## config.mk

```make
export PLATFORM = sky130hd
export DESIGN_NAME = ring_counter_param_flat
export DESIGN_NICKNAME = d
export VERILOG_FILES = /design/src/rtl/ring_counter_param_if.sv /design/src/rtl/ring_counter_param.sv /design/src/flat_wrapper.sv
export SDC_FILE = /design/constraint.sdc
export NUM_CORES = 1
export LEC_CHECK = 0
export ABC_AREA = 0
export CAP_MARGIN = 20
export CELL_PAD_IN_SITES_DETAIL_PLACEMENT = 1
export CELL_PAD_IN_SITES_GLOBAL_PLACEMENT = 1
export CORE_ASPECT_RATIO = 1.1
export CORE_UTILIZATION = 31
export CTS_CLUSTER_SIZE = 20
export DETAILED_ROUTE_END_ITERATION = 10
export PLACE_DENSITY_LB_ADDON = 0.1
export RECOVER_POWER = 25
export SLEW_MARGIN = 20
export SYNTH_ARGS = -nofsm -noshare
export SYNTH_HDL_FRONTEND = slang
export SYNTH_SLANG_ARGS = --single-unit
```

## constraint.sdc

```tcl
create_clock -name clk -period 3.1 [get_ports clk]
set_input_delay 0.93 -clock clk [delete_from_list [all_inputs] [get_ports clk]]
set_output_delay 0.93 -clock clk [all_outputs]
set_load 0.03 [all_outputs]
```

## src/rtl/ring_counter_param_if.sv

```systemverilog
// Control/status bundle for ring_counter_param: step controls in, sequence state and flags out.
// IDXW is derived from WIDTH and is not meant to be overridden.
interface ring_counter_param_if #(
   parameter int WIDTH = 4
);
   localparam int IDXW = $clog2(2 * WIDTH);

   logic             en;
   logic             mode;
   logic             dir;
   logic             load;
   logic [WIDTH-1:0] load_val;
   logic [WIDTH-1:0] count;
   logic [IDXW-1:0]  pos;
   logic             wrap;
   logic             illegal;

   modport master (
      output en, mode, dir, load, load_val,
      input  count, pos, wrap, illegal
   );

   modport slave (
      input  en, mode, dir, load, load_val,
      output count, pos, wrap, illegal
   );
endinterface

```

## src/rtl/ring_counter_param.sv

```systemverilog
// Parametrised ring / Johnson sequence counter with load, step decode, wrap pulse and illegal flag.
// Optional feature: define RING_SELF_CORRECT_EN to make an enabled step out of an illegal state jump to the mode's start state.
module ring_counter_param #(
   parameter int WIDTH = 4
) (
   input logic                 clk,
   input logic                 clearn,
   ring_counter_param_if.slave bus
);
   localparam int IDXW = $clog2(2 * WIDTH);
   localparam logic [WIDTH-1:0] ONE = WIDTH'(1);

   logic [WIDTH-1:0] count_q;
   logic [WIDTH-1:0] count_d;
   logic             wrap_q;
   logic             wrap_d;
   logic [WIDTH-1:0] step_c;
   logic [WIDTH-1:0] wrap_tgt_c;
   logic             ring_ok_c;
   logic [IDXW-1:0]  ring_idx_c;
   logic             john_ok_c;
   logic [IDXW-1:0]  john_idx_c;
   logic             illegal_c;

   function automatic logic [WIDTH-1:0] lsb_ones(input int k);
      logic [WIDTH-1:0] m;
      for (int i = 0; i < WIDTH; i++) begin
         m[i] = (i < k);
      end
      return m;
   endfunction

   function automatic logic [WIDTH-1:0] msb_ones(input int n);
      logic [WIDTH-1:0] m;
      for (int i = 0; i < WIDTH; i++) begin
         m[i] = (i >= WIDTH - n);
      end
      return m;
   endfunction

   function automatic logic [WIDTH-1:0] next_state(input logic [WIDTH-1:0] c,
                                                   input logic md, input logic dr);
      logic [WIDTH-1:0] n;
      case ({md, dr})
         2'b00:   n = {c[WIDTH-2:0], c[WIDTH-1]};
         2'b01:   n = {c[0], c[WIDTH-1:1]};
         2'b10:   n = {c[WIDTH-2:0], ~c[WIDTH-1]};
         default: n = {~c[0], c[WIDTH-1:1]};
      endcase
      return n;
   endfunction

`ifdef RING_SELF_CORRECT_EN
   function automatic logic [WIDTH-1:0] start_state(input logic md);
      return md ? '0 : ONE;
   endfunction
`endif

   // State register: count and wrap are the only stored state.
   always_ff @(posedge clk or negedge clearn) begin
      if (!clearn) begin
         count_q <= ONE;
         wrap_q  <= 1'b0;
      end else begin
         count_q <= count_d;
         wrap_q  <= wrap_d;
      end
   end

   // Legality and step-index decode of the current register for both modes.
   always_comb begin
      ring_ok_c  = 1'b0;
      ring_idx_c = '0;
      for (int i = 0; i < WIDTH; i++) begin
         if (count_q == (ONE << i)) begin
            ring_ok_c  = 1'b1;
            ring_idx_c = IDXW'(i);
         end
      end
      john_ok_c  = 1'b0;
      john_idx_c = '0;
      for (int k = 0; k <= WIDTH; k++) begin
         if (count_q == lsb_ones(k)) begin
            john_ok_c  = 1'b1;
            john_idx_c = IDXW'(k);
         end
      end
      for (int n = 1; n < WIDTH; n++) begin
         if (count_q == msb_ones(n)) begin
            john_ok_c  = 1'b1;
            john_idx_c = IDXW'(2 * WIDTH - n);
         end
      end
      illegal_c = bus.mode ? ~john_ok_c : ~ring_ok_c;
   end

   // Next-state logic: load beats enable, enable beats hold.
   always_comb begin
      step_c     = next_state(count_q, bus.mode, bus.dir);
      wrap_tgt_c = bus.mode ? '0 : ONE;
      count_d    = count_q;
      wrap_d     = 1'b0;
      if (bus.load) begin
         count_d = bus.load_val;
      end else if (bus.en) begin
`ifdef RING_SELF_CORRECT_EN
         if (illegal_c) begin
            count_d = start_state(bus.mode);
         end else begin
            count_d = step_c;
            wrap_d  = (step_c == wrap_tgt_c);
         end
`else
         count_d = step_c;
         wrap_d  = (step_c == wrap_tgt_c);
`endif
      end
   end

   // Outputs: pos is forced to zero whenever the pattern is not legal for the mode.
   always_comb begin
      bus.count   = count_q;
      bus.wrap    = wrap_q;
      bus.illegal = illegal_c;
      if (illegal_c) begin
         bus.pos = '0;
      end else if (bus.mode) begin
         bus.pos = john_idx_c;
      end else begin
         bus.pos = ring_idx_c;
      end
   end
endmodule

```

## src/flat_wrapper.sv

```systemverilog
// flat-port wrapper written by rule: the top's interface ports become plain ports
module ring_counter_param_flat 
#(
   parameter int WIDTH = 4
)
  (clk, clearn, bus_en, bus_mode, bus_dir, bus_load, bus_load_val, bus_count, bus_pos, bus_wrap, bus_illegal);
  ring_counter_param_if #(.WIDTH(WIDTH)) bus_i ();
  input logic clk;
  input logic clearn;
  input wire logic [$bits(bus_i.en)-1:0] bus_en;
  input wire logic [$bits(bus_i.mode)-1:0] bus_mode;
  input wire logic [$bits(bus_i.dir)-1:0] bus_dir;
  input wire logic [$bits(bus_i.load)-1:0] bus_load;
  input wire logic [$bits(bus_i.load_val)-1:0] bus_load_val;
  output wire logic [$bits(bus_i.count)-1:0] bus_count;
  output wire logic [$bits(bus_i.pos)-1:0] bus_pos;
  output wire logic [$bits(bus_i.wrap)-1:0] bus_wrap;
  output wire logic [$bits(bus_i.illegal)-1:0] bus_illegal;
  assign bus_i.en = bus_en;
  assign bus_i.mode = bus_mode;
  assign bus_i.dir = bus_dir;
  assign bus_i.load = bus_load;
  assign bus_i.load_val = bus_load_val;
  assign bus_count = bus_i.count;
  assign bus_pos = bus_i.pos;
  assign bus_wrap = bus_i.wrap;
  assign bus_illegal = bus_i.illegal;
  ring_counter_param #(.WIDTH(WIDTH)) u_core (.clk(clk), .clearn(clearn), .bus(bus_i));
endmodule
```

# Word-level counts from Yosys, hierarchy flattened
# Index checks and enable logic that the tools add are counted.
# word_totals
inputBits,10
ff_bits,5
# op_classes
bitwise,4
eq_ne,12
mux,31
n_reduce_logical,3
# op_table
operator,n
2-to-1 mux 1 bit,18
2-to-1 mux 3 bit,6
equality test 4 bit (second input constant),4
one-hot mux 4 bit (3 select lines),1
equality test 4 x 2 -> 1 bit (second input constant),2
equality test 4 x 3 -> 1 bit (second input constant),2
2-to-1 mux 2 bit,4
2-to-1 mux 4 bit,2
equality test 4 x 1 -> 1 bit (second input constant),1
equality test 4 bit,1
zero test 4 bit,1
NOT 1 bit,4
equality test 2 x 1 -> 1 bit (second input constant),1
equality test 2 bit (second input constant),1
zero test 2 bit,1
nonzero test 2 bit,1

# Depth between registers and ports, before layout
# depth
depth_word,12
mapped_depth,5
depth_no_buf,4

# Least setup slack after synthesis
# Ideal clock, no wire load.
# synth_path
path_type,input to output
start,in bus_mode
end,out bus_pos[0]
arrival_time_ns,2.079
path_buffers,1
stages,4
slack_ns,0.091
t_required_ns,2.170
path_cell_list,buf_6 > nand2_1 > mux2_2 > o31ai_1
# synth_via
elab_chain_cells,2
# synth_rtl
item,line_no,rtl
start: declaration,flat_wrapper.sv:11,input wire logic [$bits(bus_i.mode)-1:0] bus_mode;
2-to-1 mux 3 bit or 2-to-1 mux 1 bit (tied branches),"ring_counter_param.sv:127, ring_counter_param.sv:94",
2-to-1 mux 3 bit (*),ring_counter_param.sv:125,if (illegal_c) begin
end: declaration,flat_wrapper.sv:16,output wire logic [$bits(bus_i.pos)-1:0] bus_pos;
# Mark *: on every way between the ends. The rest lies on a longest branch, timed or not.

# Worst setup path in the final report
# layout_path
start,in bus_mode
end,out bus_illegal
# layout_via
elab_chain_cells,1
# layout_rtl
item,line_no,rtl
2-to-1 mux 1 bit,ring_counter_param.sv:94,illegal_c = bus.mode ? ~john_ok_c : ~ring_ok_c;
end: declaration,flat_wrapper.sv:18,output wire logic [$bits(bus_i.illegal)-1:0] bus_illegal;
# Every way passes these cells.

==> results.yml <==
outcome:
  outcome: "finished clean"
die:
  die_x_um: 39.7
  ios: 19
  die_h_um: 43.5
  core_mm2: 0.00142
  dieArea_mm2: 0.00173
  initial_core_util: 0.342
  rows: 14
pwr:
  seqPwrFrac: 0.303
  pwr-share-clk: 0.241
  swShare: 0.382
  internal_power_mw: 0.192
  p_switching_mw: 0.119
  powerDensity_mw_per_mm2: 454
  p_leak_nw: 0.283
  power_frac_comb: 0.455
  ir_drop_mv: 0.299
detailed_routing:
  via_per_inst: 5.23
  drt-initial-drc-count: 2
  avgRoutedWirePerCell_um: 12.8
  drt_first_pass_iters: 2
  drt-total-wl_um: 1200
  ant_nets: 0
  drc: 0
  vias: 492
worst_setup_path:
  arrival_ns: 1.91
  path_class: "input port to output pin"
  r2r_cells: 4
  required_ns: 2.17
  critPathCaptureType: "output pin"
  start_kind: "input port"
  path_max_fanout: 7
timing:
  period_needed_ns: 2.84
  rsz0062_at_grt: "no"
  setup_viol: 0
  slew_headroom: 0.728
  hold_viol: 0
  drv_slew: 0
  fin_skew_ns: 0.00224
  holdWs_ns: 0.721
  finalCritPeriodShare: 0.916
  max_freq_ghz: 0.352
  worstMarginPinSlew_ns: 0.409
clock_tree:
  postCtsHoldBufs: 0
  clkTransAtPathRegs_ns: 0.04
  cts_root_buf: "clkbuf_4"
  clockBufferDepth: 2
  cts_tree: "yes"
  numCtsBuffers: 3
  htree_levels: 1
  worstSkewPairLatency_ns: 0.24
  clock_sinks: 5
finish:
  antenna_cells: 0
  final_area_um2: 686
  syn2layout_area_growth_pct: 41.2
  drive_above_1_share: 0.231
  design.final.nets: 89
global_route:
  grt_pass1_wl_um: 2090
  antenna_found_initial: 0
  grt_util_all_layers: 0.176
  overflow: 0
  grt_max_degree: 15
  grt_pass1_vias: 494
logic_synthesis:
  yosys_warnings: 0
  syn-num-nets: 68
  synthTopCellsByArea: "dfrtp_1 (21%), mux2_2 (12%), mux2i_1 (6.2%), o21ai_1 (6.2%), dfstp_2 (5.4%)"
  synth_most_common_cell: "o21ai_1"
  async_flop_share: 1.00
  synthDistinctLibCells: 29
  syn_area_um2: 485
  ys_top_cells_by_count: "o21ai_1 (6), mux2_2 (5), nand2_1 (5)"
  postSynthCellCount: 58
  seq_area_frac_synth: 0.260
  ys_ff_latch: 5
  synth_top_area_cell: "dfrtp_1"
  synth_edf_count: 0
  yosys.area.top_type_share: 0.206
  syn-mean-instance-area_um2: 8.37
  synth_flop_cell: "dfrtp_1"
place:
  port-buffer-count: 18
  hpwl_um: 856
  place_area_um2: 664
  gp_congestion: 0.687
worst_hold_path:
  hold_path_depth: 2
  min_path_type: "flip-flop to flip-flop"
run:
  maxCapViolations: 0
## layer usage
| metal | GRT usage | share of wire |
|---|---|---|
| met5 | 0 | 0 |
| met4 | 0.103 | 0 |
| met3 | 0.0359 | 0.038 |
| met2 | 0.269 | 0.52 |
| met1 | 0.224 | 0.44 |
## power by group through the flow
stage	Clock (mW)	Sequential (mW)	Combinational (mW)
6_report	0.0752	0.0945	0.142
5_1_grt	0.0839	0.0970	0.154
4_1_cts	0.0797	0.0953	0.143
3_5_place_dp	0	0.0960	0.143
3_3_place_gp	0	0.0959	0.141
2_1_floorplan	0	0.0950	0.0923
## area by class of cell
type                            instances  area (um2)
Clock buffer                            4        26.3
Timing Repair Buffer                   22         195
Multi-Input combinational cell         47         318
Sequential cell                         5         126
Tap cell                               16        20.0
Fill cell                             181         733
## cell families after synthesis
group                     count (synthesis)  share of synthesized area
and+or+nand+nor                          20                      0.214
AOI/OAI and AO/OA                        15                      0.191
muxes                                     8                      0.178
buffers and inverters                     6                     0.0850
DFF                                       5                      0.260
xor gates and xnor gates                  4                     0.0722
## worst paths after layout
check | startpoint | to | slack, ns
worst min register to register | u_core.bus.count[3]$_DFFE_PN0P_ | u_core.bus.wrap$_DFF_PN0_ | 0.72
max in group asynchronous | clearn | u_core.bus.count[0]$_DFFE_PN1P_ | 1.87
worst max-delay path | bus_mode | bus_illegal | 0.26
worst min-delay path | u_core.bus.count[3]$_DFFE_PN0P_ | u_core.bus.wrap$_DFF_PN0_ | 0.72
min in group asynchronous | clearn | u_core.bus.count[2]$_DFFE_PN0P_ | 0.98
worst max register to register | u_core.bus.count[0]$_DFFE_PN1P_ | u_core.bus.count[3]$_DFFE_PN0P_ | 1.55
## sequential cells by signal (all words and copies together) (netlist names)
| signal | count |
|---|---|
| u_core.bus.wrap | 1 |
| u_core.bus.count | 4 |
## layout by cell type (no fill, tap or decap)
master / n
nor2b_1: 1
nand3b_1: 1
a21o_1: 1
mux2i_1: 3
o2bb2ai_1: 1
o311a_1: 1
dfstp_2: 1
or3_1: 1
nor2_1: 4
and3_1: 1
nand4b_1: 1
clkbuf_2: 1
a211oi_1: 1
clkdlybuf4s50_1: 12
xnor2_1: 3
nor3_1: 1
nand4_1: 1
nand2_1: 5
dlygate4sd3_1: 1
nand2b_1: 2
o21ai_1: 6
xor2_1: 1
clkbuf_1: 1
mux2_2: 5
buf_4: 8
nor4_1: 1
clkbuf_4: 3
o31ai_1: 1
dfrtp_1: 4
a21oi_1: 3
a31oi_1: 1
nand3_1: 1
## worst max-delay path, stage by stage
cell	delay (ns)
clkbuf_2	0.13
or3_1	0.31
a31oi_1	0.17
o21ai_1	0.08
o311a_1	0.12
buf_4	0.17
## timing repair
action / CTS / global route
gates resized for setup: 1 / 2
pin swaps: 0 / 1
endpoints found under the setup margin: 3 / 1
buffers inserted: 0 / 0
## per-stage QoR
| stage | instances | setup TNS, ns | setup WS (ns) | total power [mW] | utilization |
|---|---|---|---|---|---|
| finish | 94 | 0 | 0.261 | 0.311 | 0.483 |
| global route | 94 | 0 | 0.157 | 0.335 | 0.483 |
| CTS | 94 | 0 | 0.0848 | 0.318 | 0.486 |
| detailed placement | 90 | -0.294 | -0.146 | 0.239 | 0.468 |
| global placement | 90 | -0.197 | -0.120 | 0.237 | 0.468 |
| floorplan | 58 | 0 | 0.0915 | 0.187 | - |
Note: power is estimated with default switching activity, not from simulation.
